### src/rtl/vga_pkg.sv
// Shared definitions for the VGA layer compositor.
//   - Default 640x480@60 timing constants (active/front porch/sync/back porch).
//   - line_total(): derives H_TOTAL / V_TOTAL from the four timing segments.
//   - layer_w():    width of one packed {r,g,b} layer slice.
//   - sel_w():      width of a layer index, never less than one bit.
package vga_pkg;

  localparam int DEF_H_ACTIVE = 640;
  localparam int DEF_H_FP     = 16;
  localparam int DEF_H_SYNC   = 96;
  localparam int DEF_H_BP     = 48;
  localparam int DEF_V_ACTIVE = 480;
  localparam int DEF_V_FP     = 10;
  localparam int DEF_V_SYNC   = 2;
  localparam int DEF_V_BP     = 33;

  function automatic int line_total(input int active, input int fp,
                                    input int sync, input int bp);
    return active + fp + sync + bp;
  endfunction

  function automatic int layer_w(input int color_w);
    return 3 * color_w;
  endfunction

  function automatic int sel_w(input int num_layers);
    return (num_layers > 1) ? $clog2(num_layers) : 1;
  endfunction

endpackage

### src/rtl/vga_timing.sv
// Raster timing generator: pixel prescaler, horizontal/vertical counters and
// undelayed sync/active flags.
// Ports:
//   clock, reset            sole clock, synchronous active-high reset
//   pix_en                  registered pixel strobe, 1 cycle in CLK_DIV
//   hcount, vcount          current raster position
//   hsync_raw, vsync_raw    active-low sync for the current position
//   active_raw              current position lies in the visible area
//   line_start, frame_start pulse in the strobe cycle where hcount (and
//                           vcount) wrap to 0
module vga_timing
  import vga_pkg::*;
#(
  parameter int CLK_DIV  = 4,
  parameter int H_ACTIVE = DEF_H_ACTIVE,
  parameter int H_FP     = DEF_H_FP,
  parameter int H_SYNC   = DEF_H_SYNC,
  parameter int H_BP     = DEF_H_BP,
  parameter int V_ACTIVE = DEF_V_ACTIVE,
  parameter int V_FP     = DEF_V_FP,
  parameter int V_SYNC   = DEF_V_SYNC,
  parameter int V_BP     = DEF_V_BP
) (
  input  logic       clock,
  input  logic       reset,
  output logic       pix_en,
  output logic [9:0] hcount,
  output logic [9:0] vcount,
  output logic       hsync_raw,
  output logic       vsync_raw,
  output logic       active_raw,
  output logic       line_start,
  output logic       frame_start
);

  localparam int H_TOTAL = line_total(H_ACTIVE, H_FP, H_SYNC, H_BP);
  localparam int V_TOTAL = line_total(V_ACTIVE, V_FP, V_SYNC, V_BP);
  localparam int PW      = (CLK_DIV > 1) ? $clog2(CLK_DIV) : 1;

  localparam logic [PW-1:0] PRESC_LAST = PW'(CLK_DIV - 1);
  localparam logic [9:0]    H_LAST     = 10'(H_TOTAL - 1);
  localparam logic [9:0]    V_LAST     = 10'(V_TOTAL - 1);
  localparam logic [9:0]    HS_START   = 10'(H_ACTIVE + H_FP);
  localparam logic [9:0]    HS_END     = 10'(H_ACTIVE + H_FP + H_SYNC);
  localparam logic [9:0]    VS_START   = 10'(V_ACTIVE + V_FP);
  localparam logic [9:0]    VS_END     = 10'(V_ACTIVE + V_FP + V_SYNC);

  logic [PW-1:0] presc_q, presc_d;
  logic          pix_en_q, pix_en_d;
  logic [9:0]    hcount_q, hcount_d;
  logic [9:0]    vcount_q, vcount_d;
  logic          h_wrap, v_wrap;

  // NOTE: every signal assigned in always_comb gets a default first, so no
  // path through the block leaves it unassigned and no latch is inferred.
  always_comb begin
    presc_d  = (presc_q == PRESC_LAST) ? '0 : presc_q + PW'(1);
    // Strobe is registered: high in the cycle after the prescaler hits its
    // last value, which with CLK_DIV=1 keeps it permanently high.
    pix_en_d = (presc_q == PRESC_LAST);
    h_wrap   = (hcount_q == H_LAST);
    v_wrap   = (vcount_q == V_LAST);
    hcount_d = hcount_q;
    vcount_d = vcount_q;
    if (pix_en_q) begin
      hcount_d = h_wrap ? '0 : hcount_q + 10'd1;
      if (h_wrap) begin
        vcount_d = v_wrap ? '0 : vcount_q + 10'd1;
      end
    end
  end

  // NOTE: sequential state uses non-blocking assignments so every flop
  // samples pre-edge values regardless of statement order.
  always_ff @(posedge clock) begin
    if (reset) begin
      presc_q  <= '0;
      pix_en_q <= 1'b0;
      hcount_q <= '0;
      vcount_q <= '0;
    end else begin
      presc_q  <= presc_d;
      pix_en_q <= pix_en_d;
      hcount_q <= hcount_d;
      vcount_q <= vcount_d;
    end
  end

  assign pix_en      = pix_en_q;
  assign hcount      = hcount_q;
  assign vcount      = vcount_q;
  assign line_start  = pix_en_q && h_wrap;
  assign frame_start = line_start && v_wrap;
  assign hsync_raw   = !((hcount_q >= HS_START) && (hcount_q < HS_END));
  assign vsync_raw   = !((vcount_q >= VS_START) && (vcount_q < VS_END));
  assign active_raw  = (hcount_q < 10'(H_ACTIVE)) && (vcount_q < 10'(V_ACTIVE));

endmodule

### src/rtl/vga_layer_compositor.sv
// VGA layer compositor: drives raster timing and composites NUM_LAYERS
// colour layers by priority (lowest index wins among opaque layers) or by a
// forced layer index.
// Ports:
//   clock, reset              sole clock, synchronous active-high reset
//   layer_rgb                 layer i at [i*3*COLOR_W +: 3*COLOR_W], {r,g,b}
//   layer_en                  per-layer enable, 0 = transparent
//   force_en, force_sel       show only layer force_sel (black if out of range)
//   pix_en                    pixel strobe
//   hcount, vcount            current raster position
//   red, green, blue          registered composited pixel
//   hsync, vsync              registered active-low syncs, aligned with colour
//   frame_start, line_start   single-cycle raster pulses
module vga_layer_compositor
  import vga_pkg::*;
#(
  parameter int NUM_LAYERS = 8,
  parameter int COLOR_W    = 1,
  parameter int CLK_DIV    = 4,
  parameter int H_ACTIVE   = DEF_H_ACTIVE,
  parameter int H_FP       = DEF_H_FP,
  parameter int H_SYNC     = DEF_H_SYNC,
  parameter int H_BP       = DEF_H_BP,
  parameter int V_ACTIVE   = DEF_V_ACTIVE,
  parameter int V_FP       = DEF_V_FP,
  parameter int V_SYNC     = DEF_V_SYNC,
  parameter int V_BP       = DEF_V_BP,
  localparam int LAYER_W   = layer_w(COLOR_W),
  localparam int SEL_W     = sel_w(NUM_LAYERS)
) (
  input  logic                          clock,
  input  logic                          reset,
  input  logic [NUM_LAYERS*LAYER_W-1:0] layer_rgb,
  input  logic [NUM_LAYERS-1:0]         layer_en,
  input  logic                          force_en,
  input  logic [SEL_W-1:0]              force_sel,
  output logic                          pix_en,
  output logic [9:0]                    hcount,
  output logic [9:0]                    vcount,
  output logic [COLOR_W-1:0]            red,
  output logic [COLOR_W-1:0]            green,
  output logic [COLOR_W-1:0]            blue,
  output logic                          hsync,
  output logic                          vsync,
  output logic                          frame_start,
  output logic                          line_start
);

  logic hsync_raw, vsync_raw, active_raw;

  vga_timing #(
    .CLK_DIV  (CLK_DIV),
    .H_ACTIVE (H_ACTIVE),
    .H_FP     (H_FP),
    .H_SYNC   (H_SYNC),
    .H_BP     (H_BP),
    .V_ACTIVE (V_ACTIVE),
    .V_FP     (V_FP),
    .V_SYNC   (V_SYNC),
    .V_BP     (V_BP)
  ) u_timing (
    .clock       (clock),
    .reset       (reset),
    .pix_en      (pix_en),
    .hcount      (hcount),
    .vcount      (vcount),
    .hsync_raw   (hsync_raw),
    .vsync_raw   (vsync_raw),
    .active_raw  (active_raw),
    .line_start  (line_start),
    .frame_start (frame_start)
  );

  // Two-strobe delay: stage 1 holds the flags of the pixel whose colour the
  // layer sources are registering now; the output registers form stage 2 and
  // take that pixel's flags together with its colour.
  logic               hs_s1_q, vs_s1_q, act_s1_q;
  logic               hsync_q, vsync_q;
  logic [LAYER_W-1:0] rgb_q, rgb_d;
  logic [LAYER_W-1:0] pick;
  logic               found;

  always_comb begin
    pick  = '0;
    found = 1'b0;
    if (force_en) begin
      // Out-of-range indices match no layer and leave the pixel black.
      for (int i = 0; i < NUM_LAYERS; i++) begin
        if (force_sel == SEL_W'(i)) begin
          pick = layer_rgb[i*LAYER_W +: LAYER_W];
        end
      end
    end else begin
      for (int i = 0; i < NUM_LAYERS; i++) begin
        if (!found && layer_en[i] && (|layer_rgb[i*LAYER_W +: LAYER_W])) begin
          pick  = layer_rgb[i*LAYER_W +: LAYER_W];
          found = 1'b1;
        end
      end
    end
    rgb_d = act_s1_q ? pick : '0;
  end

  // Syncs reset to their inactive level so no pulse leaks out of the pipe
  // in the first strobes after reset.
  always_ff @(posedge clock) begin
    if (reset) begin
      hs_s1_q  <= 1'b1;
      vs_s1_q  <= 1'b1;
      act_s1_q <= 1'b0;
      hsync_q  <= 1'b1;
      vsync_q  <= 1'b1;
      rgb_q    <= '0;
    end else if (pix_en) begin
      hs_s1_q  <= hsync_raw;
      vs_s1_q  <= vsync_raw;
      act_s1_q <= active_raw;
      hsync_q  <= hs_s1_q;
      vsync_q  <= vs_s1_q;
      rgb_q    <= rgb_d;
    end
  end

  assign hsync = hsync_q;
  assign vsync = vsync_q;
  assign red   = rgb_q[LAYER_W-1 -: COLOR_W];
  assign green = rgb_q[2*COLOR_W-1 -: COLOR_W];
  assign blue  = rgb_q[COLOR_W-1:0];

endmodule

### config.mk
export PLATFORM = sky130hd
export DESIGN_NAME = vga_layer_compositor
export DESIGN_NICKNAME = d
export VERILOG_FILES = /design/src/rtl/vga_pkg.sv /design/src/rtl/vga_timing.sv /design/src/rtl/vga_layer_compositor.sv
export SDC_FILE = /design/constraint.sdc
export NUM_CORES = 1
export LEC_CHECK = 0
export CAP_MARGIN = 20
export CORE_MARGIN = 2
export CORE_UTILIZATION = 39
export CTS_BUF_LIST = sky130_fd_sc_hd__clkbuf_2
export CTS_CLUSTER_DIAMETER = 100
export DETAILED_ROUTE_END_ITERATION = 10
export GPL_ROUTABILITY_DRIVEN = 0
export MAX_ROUTING_LAYER = met4
export PLACE_DENSITY = 0.8
export SLEW_MARGIN = 20
export SYNTH_ARGS = -nofsm -noshare
export SYNTH_HDL_FRONTEND = slang
export SYNTH_SLANG_ARGS = --single-unit
### constraint.sdc
create_clock -name clock -period 1.7 [get_ports clock]
set_input_delay 0.51 -clock clock [delete_from_list [all_inputs] [get_ports clock]]
set_output_delay 0.51 -clock clock [all_outputs]
set_load 0.02 [all_outputs]
==> impl_metrics.json <==
{
  "outcome": "finished with violations",
  "failed_checks": "negative setup slack",
  "insertion_delay_ns": 0.36,
  "numCtsBuffers": 5,
  "syn_nets": 279,
  "fmax_mhz": 452,
  "hold_viol": 0,
  "remaining_drc_errors": 0,
  "final_max_slew_viol_count": 0,
  "grt-ovfl-total": 0,
  "crit_fanout": 3,
  "syn-cell-area_um2": 2010,
  "dp_hpwl_um": 5130,
  "synthCells": 236,
  "dr.pass1.iters": 4,
  "fin_crit_ns": 2.21,
  "grt_use_total": 0.242,
  "p_per_area_nw_per_um2": 438,
  "yosys_most_used_dff": "dfxtp_1",
  "grt_pass1_vias": 2330,
  "fin_util": 0.675,
  "worstPathRequired_ns": 1.19,
  "ant_nets": 0,
  "cp-start-kind": "flip-flop",
  "seq_area_frac_synth": 0.309,
  "relSlewSlack": 0.721,
  "setup_violations": 7,
  "clock-root-buffer": "clkbuf_2",
  "rsz0062_at_grt": "yes",
  "chipWidth_um": 75.8,
  "irDropWorstVdd_mv": 0.413,
  "hold_buffers": 0,
  "finalCritPeriodShare": 1.30,
  "num_antenna_cells": 0,
  "synthArstFlopShare": 0,
  "synth.avg_cell_area_um2": 8.52,
  "crit_type": "flip-flop to output port",
  "viasPerCell": 5.41,
  "vias": 2431,
  "wl_um": 6930,
  "cts_tree": "built",
  "clkTransAtPathRegs_ns": 0.16,
  "grt_antenna_before_repair": 0,
  "die_h_um": 75.8,
  "drive_above_1_share": 0.417,
  "cap_violations": 0,
  "wl_per_cell_um": 15.4,
  "crit_arrival_ns": 1.70,
  "fillCellCount": 415,
  "start_util": 0.399,
  "syn_to_final_growth_pct": 69.4,
  "dieArea_um2": 5750,
  "tightest_slew_ns": 0.415,
  "post-place-ws_ns": -0.653,
  "io_pins": 66,
  "cts_buffer_depth": 2,
  "synth_warnings": 0,
  "fin_worst_skew_ns": 0.0197,
  "grt_max_degree": 18,
  "drt_iter0_markers": 106,
  "p_leak_nw": 1.46,
  "ys_ff_latch": 31,
  "cts_max_level": 2,
  "grt_pass1_wl_um": 10300,
  "numPortBuffers": 65,
  "core_um2": 5040,
  "synth_edf_count": 0,
  "rows": 26,
  "synth.distinct_cells": 50,
  "setup_slack_ns": -0.512,
  "hold_ws_ns": 0.439,
  "hold_path_class": "flip-flop to flip-flop",
  "critPathCaptureType": "output port",
  "cts_num_sinks": 31,
  "fin_nets": 421
}
[power by group]
| group | total, mW | leakage [nW] | internal (mW) | switching, mW |
|---|---|---|---|---|
| registers | 0.740 | 0.257 | 0.734 | 0.00603 |
| clock network | 0.344 | 0.0304 | 0.101 | 0.243 |
| logic | 0.407 | 1.17 | 0.222 | 0.185 |
| total | 1.49 | 1.46 | 1.06 | 0.434 |
[logic make-up (layout without fill, tap and decap cells)]
kind of cell    after synthesis  count (layout)  synth area share
compound gates               59              59             0.198
xor+xnor                     15              15            0.0653
fa+ha+maj                     5               5            0.0311
buf+inv                      17             160            0.0373
flops                        31              31             0.309
mux                          12              12            0.0859
simple gates                 97              97             0.274
[critical path, stage by stage (launching register included)]
cell and delay, ns:
dfxtp_2 0.36, or2_4 0.26, or3_4 0.41, nor3_4 0.17
buf_6 0.15
[synth_stat cells, types with 2 or more instances]
master,number,area [um2]
a211o_1,3,26.3
a21oi_1,12,60.1
a22oi_1,2,15.0
a32o_1,2,20.0
a32oi_1,4,35.0
and2_1,2,12.5
and3_1,3,18.8
buf_2,3,15.0
buf_4,2,15.0
clkbuf_1,5,18.8
dfxtp_1,31,621
ha_1,5,62.6
inv_1,7,26.3
mux2_2,2,22.5
mux2i_1,6,60.1
mux4_2,4,90.1
nand2_1,15,56.3
nand2b_1,4,25.0
nand3_1,4,20.0
nand4_1,11,68.8
nand4b_1,2,17.5
nor2_1,24,90.1
nor2b_1,4,25.0
nor3_1,10,50.1
nor3b_1,4,30.0
o21ai_0,14,70.1
o31a_1,4,35.0
o31ai_1,8,60.1
or2_2,2,12.5
or3_1,4,25.0
xnor2_1,4,35.0
xor2_1,11,96.3
[timing repair]
item,4_1_cts,5_1_grt
setup buffers,8,4
pin swaps,18,10
setup endpoints to repair,39,36
gates resized for setup,102,43
[flip-flops by register name (all words and copies together) (netlist names)]
register and flops:
vsync 1, u_timing.presc_q 2, u_timing.hcount 10, rgb_q 3
hsync 1, vs_s1_q 1, act_s1_q 1, u_timing.vcount 10
hs_s1_q 1, u_timing.pix_en 1
[per-stage QoR]
stage	std cells	power, mW	TNS [ns]	cell area, um2
3_3_place_gp	429	1.13	-2.75	3290
5_1_grt	449	1.58	-1.79	3410
6_report	449	1.49	-1.17	3410
2_1_floorplan	236	0.915	-0.566	2100
4_1_cts	445	1.48	-1.02	3420
3_5_place_dp	429	1.14	-3.35	3290
[final timing paths]
| check | to | from | cells past startpoint | slack, ns |
|---|---|---|---|---|
| max | frame_start | u_timing.hcount[5]$_SDFFE_PP0P_ | 4 | -0.51 |
| min | u_timing.presc_q[0]$_SDFF_PP0_ | u_timing.presc_q[0]$_SDFF_PP0_ | 1 | 0.44 |
| max reg2reg | u_timing.vcount[7]$_SDFFE_PP0P_ | u_timing.hcount[5]$_SDFFE_PP0P_ | 6 | -0.06 |
| min reg2reg | u_timing.presc_q[0]$_SDFF_PP0_ | u_timing.presc_q[0]$_SDFF_PP0_ | 1 | 0.44 |
[per-layer routing]
metal  GRT usage  vias to the layer above  routed length [um]
li1            -                     1171                   -
met1       0.265                     1148                2800
met2       0.435                       95                3540
met3      0.0423                       17                 425
met4      0.0897                        0                 169
met5           -                        -                   0
[layout by cell type (no fill, tap or decap), types with 4 or more instances in the layout]
master,synthesis,routed
a21oi_1,12,8
a32oi_1,4,4
buf_2,3,4
buf_4,2,76
buf_6,0,7
clkbuf_2,0,23
clkdlybuf4s50_1,0,15
dfxtp_1,31,21
dfxtp_2,0,6
dfxtp_4,0,4
dlygate4sd2_1,0,25
ha_1,5,4
inv_1,7,6
mux2i_1,6,6
mux4_2,4,4
nand2_1,15,15
nand4_1,11,11
nor2_1,24,22
nor2b_1,4,4
nor3_1,10,9
o21ai_0,14,10
o21ai_1,1,5
o31a_1,4,4
o31ai_1,8,4
o31ai_2,0,4
xnor2_1,4,4
xor2_1,11,11
[final cells by class]
type	instances	area (um2)	share of cell area
multi-input cells	188	1480	0.434
repair buffers	145	1130	0.333
flip-flops and latches	31	643	0.189
well taps	70	87.6	0.0257
clock buffers	6	30.0	0.00882
inverters	7	26.3	0.00771
clock inverters	2	8.76	0.00257
Power figures use the tool's default switching activity.
